**src/rtl/adam_pause_chain_pkg.sv**
```systemverilog
// Shared types and helpers for the ADAM pause-chain controller.
package adam_pause_chain_pkg;

  typedef enum logic [2:0] {
    INIT     = 3'd0,
    RUN      = 3'd1,
    PAUSING  = 3'd2,
    PAUSED   = 3'd3,
    RESUMING = 3'd4
  } pause_chain_state_t;

  function automatic int idx_width(input int n);
    if (n <= 1) begin
      return 1;
    end else begin
      return $clog2(n);
    end
  endfunction

endpackage

```
**src/rtl/adam_pause_chain_ctrl.sv**
```systemverilog
// Sequences one upstream pause request across NO_UNITS downstream pause ports:
// pause in ascending index order, resume in descending order, with an optional step watchdog.
module adam_pause_chain_ctrl
  import adam_pause_chain_pkg::*;
#(
  parameter  int NO_UNITS     = 4,
  parameter  int TIMEOUT      = 0,
  parameter  bit RESET_PAUSED = 1'b1,
  localparam int IDX_W        = idx_width(NO_UNITS)
) (
  input  logic                clk,
  input  logic                rst_n,
  input  logic                slv_req,
  output logic                slv_ack,
  output logic [NO_UNITS-1:0] mst_req,
  input  logic [NO_UNITS-1:0] mst_ack,
  output logic                err,
  output logic [IDX_W-1:0]    err_idx
);

  localparam int                 TMR_W       = idx_width(TIMEOUT);
  localparam logic [IDX_W-1:0]   LAST_IDX    = IDX_W'(NO_UNITS - 1);
  localparam logic [TMR_W-1:0]   TMR_MAX     = TMR_W'((TIMEOUT > 0) ? (TIMEOUT - 1) : 0);
  localparam pause_chain_state_t RESET_STATE = pause_chain_state_t'(RESET_PAUSED ? INIT : RUN);

  pause_chain_state_t  state_r, state_s;
  logic [IDX_W-1:0]    idx_r, idx_s, idx_up_s, idx_dn_s;
  logic [TMR_W-1:0]    timer_r, timer_s;
  logic [NO_UNITS-1:0] req_s;
  logic                slv_ack_s, err_s, step_done_s, waiting_s;
  logic [IDX_W-1:0]    err_idx_s;

  // Next-state, next-output and watchdog evaluation.
  always_comb begin
    state_s     = state_r;
    idx_s       = idx_r;
    idx_up_s    = idx_r + 1'b1;
    idx_dn_s    = idx_r - 1'b1;
    timer_s     = timer_r;
    req_s       = mst_req;
    slv_ack_s   = slv_ack;
    err_s       = err;
    err_idx_s   = err_idx;
    step_done_s = 1'b0;
    waiting_s   = 1'b0;

    case (state_r)
      INIT: begin
        waiting_s = 1'b1;
        if (&mst_ack) begin
          state_s     = PAUSED;
          slv_ack_s   = 1'b1;
          step_done_s = 1'b1;
        end else begin
          state_s = INIT;
        end
      end
      RUN: begin
        if (slv_req) begin
          state_s     = PAUSING;
          idx_s       = '0;
          req_s[0]    = 1'b1;
          step_done_s = 1'b1;
        end else begin
          req_s     = '0;
          slv_ack_s = 1'b0;
        end
      end
      PAUSING: begin
        waiting_s = 1'b1;
        if (mst_ack[idx_r]) begin
          step_done_s = 1'b1;
          if (idx_r == LAST_IDX) begin
            state_s   = PAUSED;
            slv_ack_s = 1'b1;
          end else begin
            idx_s           = idx_up_s;
            req_s[idx_up_s] = 1'b1;
          end
        end else begin
          req_s[idx_r] = 1'b1;
        end
      end
      PAUSED: begin
        if (!slv_req) begin
          state_s         = RESUMING;
          idx_s           = LAST_IDX;
          req_s[LAST_IDX] = 1'b0;
          step_done_s     = 1'b1;
        end else begin
          req_s     = '1;
          slv_ack_s = 1'b1;
        end
      end
      RESUMING: begin
        waiting_s = 1'b1;
        if (!mst_ack[idx_r]) begin
          step_done_s = 1'b1;
          if (idx_r == '0) begin
            state_s   = RUN;
            slv_ack_s = 1'b0;
          end else begin
            idx_s           = idx_dn_s;
            req_s[idx_dn_s] = 1'b0;
          end
        end else begin
          req_s[idx_r] = 1'b0;
        end
      end
      default: begin
        state_s = RESET_STATE;
      end
    endcase

    // The watchdog only flags a stuck step; it never skips or forces a unit.
    if (step_done_s || !waiting_s) begin
      timer_s = '0;
    end else if ((TIMEOUT > 0) && (timer_r == TMR_MAX)) begin
      err_s = 1'b1;
      if (!err) begin
        err_idx_s = idx_r;
      end else begin
        err_idx_s = err_idx;
      end
    end else if (TIMEOUT > 0) begin
      timer_s = timer_r + 1'b1;
    end else begin
      timer_s = '0;
    end
  end

  // State, step index, watchdog timer and all registered outputs.
  always_ff @(posedge clk or negedge rst_n) begin
    if (!rst_n) begin
      state_r <= RESET_STATE;
      idx_r   <= '0;
      timer_r <= '0;
      mst_req <= {NO_UNITS{RESET_PAUSED}};
      slv_ack <= 1'b0;
      err     <= 1'b0;
      err_idx <= '0;
    end else begin
      state_r <= state_s;
      idx_r   <= idx_s;
      timer_r <= timer_s;
      mst_req <= req_s;
      slv_ack <= slv_ack_s;
      err     <= err_s;
      err_idx <= err_idx_s;
    end
  end

endmodule

```
**config.mk**
```make
export PLATFORM = sky130hd
export DESIGN_NAME = adam_pause_chain_ctrl
export DESIGN_NICKNAME = d
export VERILOG_FILES = /design/src/rtl/adam_pause_chain_pkg.sv /design/src/rtl/adam_pause_chain_ctrl.sv
export SDC_FILE = /design/constraint.sdc
export NUM_CORES = 1
export LEC_CHECK = 0
export BUFFER_PORTS_ARGS = -buffer_cell sky130_fd_sc_hd__buf_2
export CAP_MARGIN = 5
export CORE_MARGIN = 8
export CORE_UTILIZATION = 55
export DETAILED_ROUTE_END_ITERATION = 7
export PLACE_DENSITY = 0.78
export RECOVER_POWER = 50
export SYNTH_ARGS = -nofsm -noshare
export SYNTH_HDL_FRONTEND = slang
export SYNTH_SLANG_ARGS = --single-unit
```
**constraint.sdc**
```tcl
create_clock -name clk -period 2.88 [get_ports clk]
set_input_delay 0.72 -clock clk [delete_from_list [all_inputs] [get_ports clk]]
set_output_delay 0.72 -clock clk [all_outputs]
set_load 0.02 [all_outputs]
```
==> metrics list, run 1 <==
- Total area of multi-input combinational cells: about 530 um^2
- Switching Share: 0.476
* Chip Width: approximately 55 um
- Port bufs: 11
- In this run the number of H-tree levels came out at 1.
- The clock reaches the later pin of the worst-skew pair after roughly 0.28 ns.
- I/O Pins: 15
* Cell types occupying the most area after synthesis: sky130_fd_sc_hd__dfrtp_1 (18%), sky130_fd_sc_hd__dfstp_2 (12%), sky130_fd_sc_hd__ha_1 (5.9%)
- In the routed design, unresolved DRC markers number 0.
- Chain of cells forming the critical path: buf_2 > mux4_2 > mux2i_1 > a211oi_1 > a311o_1 > mux2_4
- Post-CTS Hold Buffers: 0
- Register-to-Register Path Depth: 5
- Number of global-route vias before repair: between 700 and 800
- Buffers added to address setup during post-CTS repair amount to 0.
* Leading area contributor after synthesis: sky130_fd_sc_hd__dfrtp_1
* Count of warnings emitted by yosys: 0
* Number of fill cells: around 120
* Starting density of the core: 0.578
* Post-detail-place hpwl: 1.44 mm
- Power spread over the standard cell area amounts to roughly 1300 mW/mm^2.
- The critical path crosses 6 cells after its start point.
* Chip height: 55.3 um
* Placement Rows: 14
- WP buf/inv: 1
- Pin count of the biggest net entering global routing: 16
- Dividing the final minimum period by the clock period gives 0.736.
- The number of failing hold endpoints at the final stage came to 0.
- Routability-driven placement finished with a final weighted congestion of about 0.92.
- In the final routed layout, each cell accounts on average for 14.9 um.
* Most used DFF post-synth: sky130_fd_sc_hd__dfrtp_1
- Largest stage delay on the critical path: 0.59 ns
- Unrepaired setup endpoints after global routing: no
- In this run, synthesis produced a sequential element count of 10.
- Clock sink total: 10
- Part of the power in combinational logic: 0.599
- Total routing usage reported by global routing: 0.122
- Setup Skew: 0.0107 ns
- Fraction of final layout cells with drive strength greater than 1: 0.205
- Share of power burned in the clock network: 0.110
- Area of the die: between 0.003 and 0.004 mm^2
* Routed wire length: ~1.9 mm
- Share of power burned in registers: 0.291
- Synthesis-to-finish area growth: 10.1%
- Kind of cell adding the most delay to the critical path: multiplexers
- IR analysis of the VDD net gives a maximum drop of about 840 uV.
- Final Critical Period: around 2.1 ns
- Area share of the leading cell type in the synthesized netlist: 0.176
- In this run the power spent charging and discharging nets is about 570 uW.
* Total negative setup slack: 0 ns
- The cell sitting at the root of the clock tree is a sky130_fd_sc_hd__clkbuf_4.
* Wire length of the first global-routing pass: about 3.2 mm
- Highest net fanout along the worst path: 10
- Deepest clock path buffer count: 2
- Clock tree from TritonCTS: yes
* Path class of the lowest-slack min-delay path: in2async
- Mean number of vias per cell: ~6.0
- Antenna cells: 0
- DRT antenna net count: 0
* Kind of capture point of the worst setup path: register
- Sequential element share of the synthesized area: 0.300
- Pwr Total: 1210 uW
- Outcome: completed
- Number of enable flip-flop cells after synthesis: 0
- Across the run, the number of max-cap violations was 0.
* Clock-pin slew of the registers on the worst-case setup and hold paths: around 0.080 ns
* Tightest Pin Transition: 0.537 ns
* Reported leakage power: 0.000434 uW
* Kind of critical path: in2reg
- Setup violations remaining at the end of the flow were counted as 0.
- Dividing the synthesized area by the synthesized cell count gives approximately 8.5 um^2.
* Cell Int Power: roughly 630 uW
- In this run, the number of DRC markers left after iteration 0 of detailed routing was 12.
- Final Max Slew Viols: 0
- Synthesis produced a netlist whose cell count is 100.
- Headroom to the max-slew limit came out at 0.641.
* Arrival time at the worst endpoint: between 2 and 2.5 ns
- The core region is between 0.001 and 0.0015 mm^2.
- At the end of the flow, the number of nets in the layout was between 100 and 150.
- STA puts the critical path data required time at a little over 3 ns.
- Reg area: 255 um^2
* Drt first pass iters: 4
- Async S/R FF share, synth: 1.00
* Cell at the slowest stage of the critical path: sky130_fd_sc_hd__mux4_2
* Number of antenna violations at the first check in global routing: 0
- Synth cell types: 42
* Number of buffers added by the clock tree synthesis step: 3
- STA classifies the critical path startpoint as an input port.
* Quantity of gates resized following cts: 0
- Max Clk Rate: around 470 MHz
- Global routing finished with a remaining overflow of 0.
- Total number of vias: approximately 770
* Cell area after technology mapping: between 800 and 900 um^2
- Core occupancy in the finished layout: 0.637
[worst paths after layout]
kind	slack (ns)	from	endpoint
hold reg to reg	0.47	mst_req[2]	mst_req[2]
setup / recovery	0.76	mst_ack[3]	mst_req[3]
setup reg to reg	0.76	idx_r[0]	mst_req[3]
hold / removal	0.38	rst_n	slv_ack
max in group asynchronous	2.12	rst_n	mst_req[2]
min in group clk	0.47	mst_req[2]	mst_req[2]
[cells in the final DEF, fill, tap and decap left out, types with 2 or more instances in the layout]
master | netlist | routed
sky130_fd_sc_hd__a21oi_1 | 5 | 5
sky130_fd_sc_hd__a22oi_1 | 2 | 2
sky130_fd_sc_hd__a32oi_1 | 2 | 2
sky130_fd_sc_hd__buf_2 | 0 | 9
sky130_fd_sc_hd__buf_4 | 3 | 2
sky130_fd_sc_hd__clkbuf_1 | 3 | 2
sky130_fd_sc_hd__clkbuf_4 | 0 | 3
sky130_fd_sc_hd__conb_1 | 1 | 3
sky130_fd_sc_hd__dfrtp_1 | 6 | 6
sky130_fd_sc_hd__dfstp_2 | 4 | 4
sky130_fd_sc_hd__ha_1 | 4 | 4
sky130_fd_sc_hd__inv_1 | 7 | 7
sky130_fd_sc_hd__mux2i_1 | 4 | 4
sky130_fd_sc_hd__nand2_1 | 11 | 11
sky130_fd_sc_hd__nand2b_1 | 2 | 2
sky130_fd_sc_hd__nand3_1 | 2 | 2
sky130_fd_sc_hd__nor2_1 | 5 | 5
sky130_fd_sc_hd__nor2b_1 | 2 | 2
sky130_fd_sc_hd__o211ai_1 | 2 | 2
sky130_fd_sc_hd__o21ai_0 | 9 | 9
sky130_fd_sc_hd__o21ai_1 | 2 | 2
sky130_fd_sc_hd__xnor2_1 | 2 | 2
[stage by stage]
step	worst slack, ns	hold WS, ns	cells	instance area (um^2)
after global placement	0.496	0.460	124	903
after CTS	0.762	0.299	128	940
after detailed placement	0.475	0.458	124	903
final	0.760	0.381	128	937
after floorplan	0.663	0.424	102	858
after global routing	0.659	0.454	128	937
[cell families after synthesis]
| family | Yosys count | synth area share |
|---|---|---|
| buffers and inverters | 14 | 0.0838 |
| AND/OR/NAND/NOR | 26 | 0.141 |
| flip-flops | 10 | 0.300 |
| multiplexers | 7 | 0.104 |
| adder cells (fa/ha/maj) | 4 | 0.0588 |
| AO/OA/AOI/OAI | 35 | 0.276 |
| other | 1 | 0.00441 |
| XOR/XNOR | 3 | 0.0309 |
[routing by layer]
layer	vias up	wire length (um)	global-route usage
li1	380	-	-
met1	353	879	0.157
met5	-	0	0
met3	4	116	0.0320
met4	0	40	0.0634
met2	32	873	0.181
[cells in the mapped netlist, drive strengths merged (2+ instances only)]
cell type   n
nand3       2
mux2        2
o21ai      11
o211ai      2
nor2        5
dfrtp       6
buf         4
inv         7
ha          4
mux2i       4
a22oi       2
nor2b       2
dfstp       4
nand2b      2
a21oi       5
nand2      11
a32oi       2
clkbuf      3
xnor2       2
[power by group through the flow]
stage / Combinational, uW / Clock (uW) / Sequential [uW]
floorplan: 575 / 0 / 331
global placement: 699 / 0 / 349
detailed placement: 715 / 0 / 352
CTS: 722 / 134 / 350
global route: 797 / 143 / 364
finish: 723 / 133 / 351
[sequential cells by signal (all words and copies together) (netlist names)]
name	flops
state_r	3
slv_ack	1
mst_req	4
idx_r	2
[cell type report]
type | instances | area share
multi-input combinational | 78 | 0.567
tap | 16 | 0.0214
sequential | 10 | 0.272
clock buffer | 4 | 0.0387
timing repair buffer | 13 | 0.0721
inverter | 7 | 0.0280
[worst reg2reg max path, stage by stage, from the launching register on]
cell and delay (ns):
sky130_fd_sc_hd__dfrtp_1 0.47, sky130_fd_sc_hd__mux4_2 0.67, sky130_fd_sc_hd__mux2i_1 0.23, sky130_fd_sc_hd__a211oi_1 0.10, sky130_fd_sc_hd__a311o_1 0.32, sky130_fd_sc_hd__mux2_4 0.25
(Power assumes the default switching activity.)
==> run 2, diff against run 1 <==
CORE_UTILIZATION = 49   (was 55)
PLACE_DENSITY = 0.73   (was 0.78)
clock period = 1.8 ns   (was 2.88 ns; I/O delays follow)
==> run 2 against run 1 <==
  * The run now ends with setup timing left
  * Clock power is 26% higher
  * Critical path type is now reg2reg
  * Flip-flop and latch count unchanged
  * Highest routed layer unchanged
  * Global-route usage grew 2.5 points
  * Non-clock buffer count increased by 13
  * Critical endpoint unchanged
  * Cell count grew 11%
==> metrics list, run 2 (synthesis gave the netlist of run 1 again) <==
- H-tree Lvls: 1 (unchanged)
- Antenna cells: 0 (unchanged)
- The wire length per cell is 16.3 um (+9.4%).
- Reported leakage power: 0.000501 uW (+15%)
- Drt first pass iters: 4 (unchanged)
- CP startpoint kind: register
- In the final layout, the registers with the most flip-flops are mst_req x4, state_r x3, idx_r x2.
- Chain of cells forming the critical path: mux4_2 > mux2i_1 > a211oi_1 > a311o_1 > mux2_4
- In this run the critical register-to-register path is captured at mst_req[3].
- The path length in cells of the critical path came to 5 (-1).
* Core occupancy in the finished layout: 0.647 (+0.0103)
* Worst hold margin: 0.126 ns (-0.255 ns)
* Pin count of the biggest net entering global routing: 15 (-1)
- The area after detailed placement is 987 um^2 (+9.3%).
- The maximum clock insertion buffer count is 2 (unchanged).
* Number of fill cells: 131 (+7.4%)
* Core area: 0.00167 mm^2 (+14%)
* Chip Width: 57.7 um (+4.2%)
- Most frequent standard cell in the layout excluding fill and tap cells: sky130_fd_sc_hd__buf_4
* Violation count after the first detailed-route iteration: 35 (+23)
- Total routing usage reported by global routing: 0.147 (+0.0251)
- Total number of vias: 847 (+10%)
* R2r startpoint: idx_r[0]
- The routability-driven placement congestion ratio is 0.898 (-1.9%).
- The highest net fanout along the worst path is 7 (-3).
- The number of sinks on the clock net was 10 (unchanged).
- Most flops, register: mst_req
* I/O Pins: 15 (unchanged)
* Reg area: 255 um^2 (unchanged)
- Port bufs: 11 (unchanged)
* Reg2reg setup slack: -0.19 ns (-0.95 ns)
- Final-stage net count: 137 (+10%)
- The multi-input combinational cell area came to 582 um^2 (+9.4%).
- The estimated wirelength of the detail-placed design was 1.61 mm (+11%).
* DRT antenna net count: 0 (unchanged)
- Post-CTS Hold Buffers: 0 (unchanged)
* Final Max Slew Viols: 0 (unchanged)
* Wire length of the first global-routing pass: 3.86 mm (+20%)
- The die boundary height came to 57.7 um (+4.2%).
- Crit path required time: 1.99 ns (-1.09 ns)
- Design area: 0.00108 mm^2 (+15%)
- The total of max-cap violations is 0 (unchanged).
* Max Clk Rate: ~500 MHz
- Maximum resistive drop on vdd: 1080 uV (+30%)
- The routed wire length came to 2.32 mm (+21%).
- The initial core utilization came to 0.509 (-0.0689).
- Synthesis-to-finish area growth: 27.1%
* Crit share post-route: 1.10
- Unrepaired setup endpoints after global routing: yes
- Clock tree from TritonCTS: yes
* Number of buffers added by the clock tree synthesis step: 3 (unchanged)
- Arrival time at the worst endpoint: 2.18 ns (-0.14 ns)
- Number of antenna violations at the first check in global routing: 0 (unchanged)
- Following the worst setup path forward leads to its endpoint at mst_req[3].
* Clock-pin slew of the registers on the worst-case setup and hold paths: 0.08 ns (about the same)
* Setup violation total in the final timing report: 8 (+8)
- The run finished, with violations left.
* Start point of the critical path: idx_r[0]
* Mean number of vias per cell: 5.96 (-0.72%)
- The slowest stage of the critical path belongs to the cell sky130_fd_sc_hd__mux4_2.
* Kind of critical path: reg2reg
- The power density relative to cell area was 2120 mW/mm^2 (+65%).
- The maximum clock skew at final layout is 0.0183 ns (+0.00762 ns).
- The top cell types in the final layout, fill and taps aside, are sky130_fd_sc_hd__buf_4 (14), sky130_fd_sc_hd__nand2_1 (11), sky130_fd_sc_hd__buf_2 (10).
* Clk Latency, worst-skew pair: 0.28 ns (about the same)
- CTS placed an instance of sky130_fd_sc_hd__clkbuf_4 at the clock tree root.
- The delay of the slowest critical-path stage is 0.61 ns (+0.02 ns).
* Area of the die: 0.00333 mm^2 (+8.6%)
- Kind of capture point of the worst setup path: register
- The share of layout cells above drive strength 1 came to 0.320 (+0.115).
- Placement Rows: 15 (+1)
- Number of flip-flops under the largest register name: 4 (unchanged)
* Remaining routing DRC violations: 0 (unchanged)
- The depth of the worst register-to-register path came to 5 (unchanged).
* Tightest slew margin relative to the limit: 0.629 (-0.0123)
- Number of global-route vias before repair: 848 (+16%)
* Path class of the lowest-slack min-delay path: in2async
- Final Critical Period: around 2.0 ns
* Kind of cell adding the most delay to the critical path: multiplexers
- Tightest Pin Transition: 0.557 ns (+0.0201 ns)
- Failing checks: setup timing
- WP buf/inv: 0 (-1)
- The final global-route overflow total was 0 (unchanged).
* Setup slack after layout: -0.188 ns (-0.948 ns)
- Pwr Total: 2290 uW (+90%)
* Final Hold Violating Endpoints: 0 (unchanged)
==> run 2: worst reg2reg max path, stage by stage, from the launching register on <==
cell and delay, ns:
sky130_fd_sc_hd__dfrtp_1 0.38, sky130_fd_sc_hd__mux4_2 0.61, sky130_fd_sc_hd__mux2i_1 0.27, sky130_fd_sc_hd__a211oi_1 0.11
sky130_fd_sc_hd__a311o_1 0.27, sky130_fd_sc_hd__mux2_4 0.25
==> run 2: routing by layer <==
metal,GRT usage,vias to the layer above,part of all wire
met4,0.0524,0,0.013
met1,0.164,402,0.40
met5,0,-,0
met3,0.0530,4,0.085
li1,-,404,-
met2,0.252,37,0.50
==> run 2: area by class of cell <==
type                    instances  share of cell area
multi-input cells              78               0.538
flip-flops and latches         10               0.236
repair buffers                 26               0.157
clock buffers                   4              0.0243
inverters                       7              0.0243
well taps                      17              0.0197
==> run 2: where the power goes <==
part	internal (uW)	leakage, uW	switching, uW
registers	366	0.000115	73.7
clock network	85.6	0.0000150	82.4
logic	779	0.000371	906
total	1230	0.000501	1060
==> run 2: worst min-delay path by stage <==
stage                     to  depth (start not counted)
floorplan           idx_r[0]                          0
finish               slv_ack                          1
global placement     slv_ack                          1
global route         slv_ack                          1
detailed placement   slv_ack                          1
CTS                  slv_ack                          1
==> run 2: what timing repair did <==
item,in CTS,in global routing
buffers inserted,3,0
setup endpoints to repair,7,8
cloned,0,0
resized for setup,7,4
pin swaps,3,2
==> run 2: through the flow <==
| step | setup slack [ns] | setup TNS (ns) | instances |
|---|---|---|---|
| detailed placement | -0.319 | -1.84 | 135 |
| CTS | -0.162 | -0.523 | 142 |
| finish | -0.188 | -0.631 | 142 |
| global placement | -0.290 | -1.47 | 135 |
| floorplan | -0.165 | -0.228 | 102 |
| global route | -0.230 | -1.17 | 142 |
==> run 3, diff against run 2 <==
CORE_UTILIZATION = 54   (was 49)
PLACE_DENSITY = 0.76   (was 0.73)
SLEW_MARGIN = 5   (was not set)
clock period = 2.2 ns   (was 1.8 ns; I/O delays follow)
==> run 3 against run 2 <==
  * The run now ends clean
  * Utilization grew 1.8 points
  * Critical path depth is the same
  * Cell area shrank 8.4%
  * Maximum frequency grew 0.93%
  * Die area shrank 6.7%
  * Sequential share of layout area grew 2.2 points
  * Hold slack gained 0.087 ns
  * First-iteration DRC count shrank 17%
  * Flip-flop and latch count is the same
  * Setup slack gained 0.42 ns
  * Critical endpoint unchanged
  * Largest power group unchanged
==> metrics list, run 3 (synthesis gave the netlist of run 1 again) <==
- CP startpoint kind: register
- The number of gates given a new drive strength after cts is 0 (-7).
- Pin count of the biggest net entering global routing: 15 (unchanged)
* Areal power density over the cells: 1710 mW/mm^2 (-20%)
* Number of flip-flops under the largest register name: 4 (unchanged)
* Total negative setup slack: 0 ns (+0.631 ns)
* Post-CTS Hold Buffers: 0 (unchanged)
* Most frequent standard cell in the layout excluding fill and tap cells: sky130_fd_sc_hd__nand2_1
* Final Max Slew Viols: 0 (unchanged)
- The initial core utilization came to 0.571 (+0.0621).
- The number of failing hold endpoints at the final stage is 0 (unchanged).
- Total number of vias: 823 (-2.8%)
- Reg2reg setup slack: 0.23 ns (+0.42 ns)
* Tightest Pin Transition: 0.529 ns (-0.0282 ns)
- Antenna cells: 0 (unchanged)
* Crit path required time: 2.41 ns (+0.42 ns)
- Path class of the lowest-slack min-delay path: in2async
- The wire length per cell came to 15.5 um (-5.1%).
- R2r startpoint: idx_r[0]
- Post-DP Area: 956 um^2 (-3.2%)
* Pwr Total: 1690 uW (-26%)
- Routed wire length: 2.09 mm (-9.8%)
- Clock tree from TritonCTS: yes
* Chip height: 55.7 um (-3.4%)
- Deepest clock path buffer count: 2 (unchanged)
- Crit share post-route: 0.895 (-0.209)
- Total routing usage reported by global routing: 0.145 (-0.00210)
- The final critical-path setup slack is 0.230 ns (+0.418 ns).
- Tightest slew margin relative to the limit: 0.647 (+0.0188)
- The finished layout cell area was 990 um^2 (-8.4%).
- Area of the die: 0.00310 mm^2 (-6.7%)
- The first-iteration detailed-routing DRC count was 29 (-17%).
- Unrepaired setup endpoints after global routing: no
- The number of cells in the design after placement came to 131 (-3.0%).
- The number of global-route vias before repair came to 860 (+1.4%).
- The first-pass GRT wire length is 3.77 mm (-2.3%).
- Start point of the critical path: idx_r[0]
- The flow ran to the end, and the final reports show no timing, DRC or antenna violations.
* DRT antenna net count: 0 (unchanged)
- Highest-count cells in the layout ignoring fill and taps: sky130_fd_sc_hd__nand2_1 (11), sky130_fd_sc_hd__o21ai_0 (9), sky130_fd_sc_hd__buf_2 (9), sky130_fd_sc_hd__buf_4 (9), sky130_fd_sc_hd__inv_1 (7)
- The net count of the finished layout came to 131 (-4.4%).
- The arrival time at the worst endpoint was 2.18 ns (about the same).
- Max-capacitance violation count: 0 (unchanged)
* Synthesis-to-finish area growth: 16.3%
- The post-route non-filler standard cell count is 135 (-4.9%).
* Port bufs: 11 (unchanged)
* Setup Skew: 0.00375 ns (-0.0146 ns)
- The clock transition at the registers of the reported paths was 0.07 ns (about the same).
- Mean number of vias per cell: 6.10 (+2.2%)
- Final Critical Period: 1.97 ns (-0.0184 ns)
- The setup path with the least slack is of type reg2reg.
- The final-layout fill cell count is 125 (-4.6%).
- The number of primary I/O pins is 15 (unchanged).
* Clk Latency, worst-skew pair: 0.28 ns (about the same)
- Overall overflow remaining after global route: 0 (unchanged)
- The fmax is 508 MHz (+0.93%).
* Maximum resistive drop on vdd: 1010 uV (-6.8%)
- The post-placement setup slack was 0.0115 ns (+0.331 ns).
* Number of buffers added by the clock tree synthesis step: 3 (unchanged)
- Setup violation total in the final timing report: 0 (-8)
- The estimated wirelength of the detail-placed design was 1.53 mm (-4.8%).
- Clock sink total: 10 (unchanged)
* Most flops, register: mst_req
- Drt first pass iters: 4 (unchanged)
- Fraction of final layout cells with drive strength greater than 1: 0.252 (-0.0679)
* Number of buffers inserted by post-CTS setup repair: 0 (-3)
- The area of the core was 0.00149 mm^2 (-11%).
- The initial antenna violation count came to 0 (unchanged).
- Kind of capture point of the worst setup path: register
- Reported leakage power: 0.000468 uW (-6.6%)
- H-tree Lvls: 1 (unchanged)
- The routability-driven placement congestion ratio was 0.887 (-1.2%).
- The count of unresolved DRC violations after routing came to 0 (unchanged).
- Regs by FF count: mst_req x4, state_r x3, idx_r x2
- The die width is 55.7 um (-3.4%).
- The depth of the worst register-to-register path came to 5 (unchanged).
- Highest net fanout along the worst path: 7 (unchanged)
- Placement Rows: 14 (-1)
* Cell at the root of the clock tree: sky130_fd_sc_hd__clkbuf_4
==> run 3: cell count changes in the layout (fill, tap and decap cells not counted), sizes merged <==
| cell | before | now |
|---|---|---|
| buf | 25 | 18 |
| clkbuf | 5 | 6 |
==> run 3: per-layer routing <==
| layer | share of wire | global-route usage | up-vias | wire (um) |
|---|---|---|---|---|
| met5 | 0 | 0 | - | 0 |
| met4 | 0.017 | 0.0669 | 0 | 36 |
| met3 | 0.093 | 0.0548 | 4 | 195 |
| met2 | 0.47 | 0.236 | 42 | 983 |
| met1 | 0.42 | 0.164 | 382 | 875 |
| li1 | - | - | 395 | - |
==> run 3: metrics by stage <==
| step | hold slack (ns) | utilization |
|---|---|---|
| 2_1_floorplan | 0.254 | - |
| 3_3_place_gp | 0.424 | 0.642 |
| 3_5_place_dp | 0.424 | 0.642 |
| 4_1_cts | 0.126 | 0.666 |
| 5_1_grt | 0.273 | 0.665 |
| 6_report | 0.213 | 0.665 |
==> run 3: worst max-delay path, cell delays in order, from the launching register on <==
cell	delay, ns
sky130_fd_sc_hd__dfrtp_1	0.38
sky130_fd_sc_hd__mux4_2	0.61
sky130_fd_sc_hd__mux2i_1	0.23
sky130_fd_sc_hd__a211oi_1	0.10
sky130_fd_sc_hd__a311o_1	0.32
sky130_fd_sc_hd__mux2_4	0.26
==> run 3: where the power goes <==
group	internal (uW)	leakage, uW	switching, uW
clock network	101	0.0000210	74.1
logic	506	0.000332	649
registers	299	0.000115	58.6
==> run 3: final timing paths <==
check / to
max in group asynchronous: mst_req[0]
worst min register to register: mst_req[2]
worst max-delay path: mst_req[3]
worst max register to register: mst_req[3]
worst min-delay path: slv_ack
min in group clk: mst_req[2]
==> run 3: area by class of cell <==
| type | instances | area (um^2) | area share |
|---|---|---|---|
| clock buffer | 4 | 36.3 | 0.0367 |
| sequential | 10 | 255 | 0.258 |
| inverter | 7 | 26.3 | 0.0265 |
| timing repair buffer | 20 | 120 | 0.121 |
| multi-input combinational | 78 | 532 | 0.537 |
| tap | 16 | 20.0 | 0.0202 |
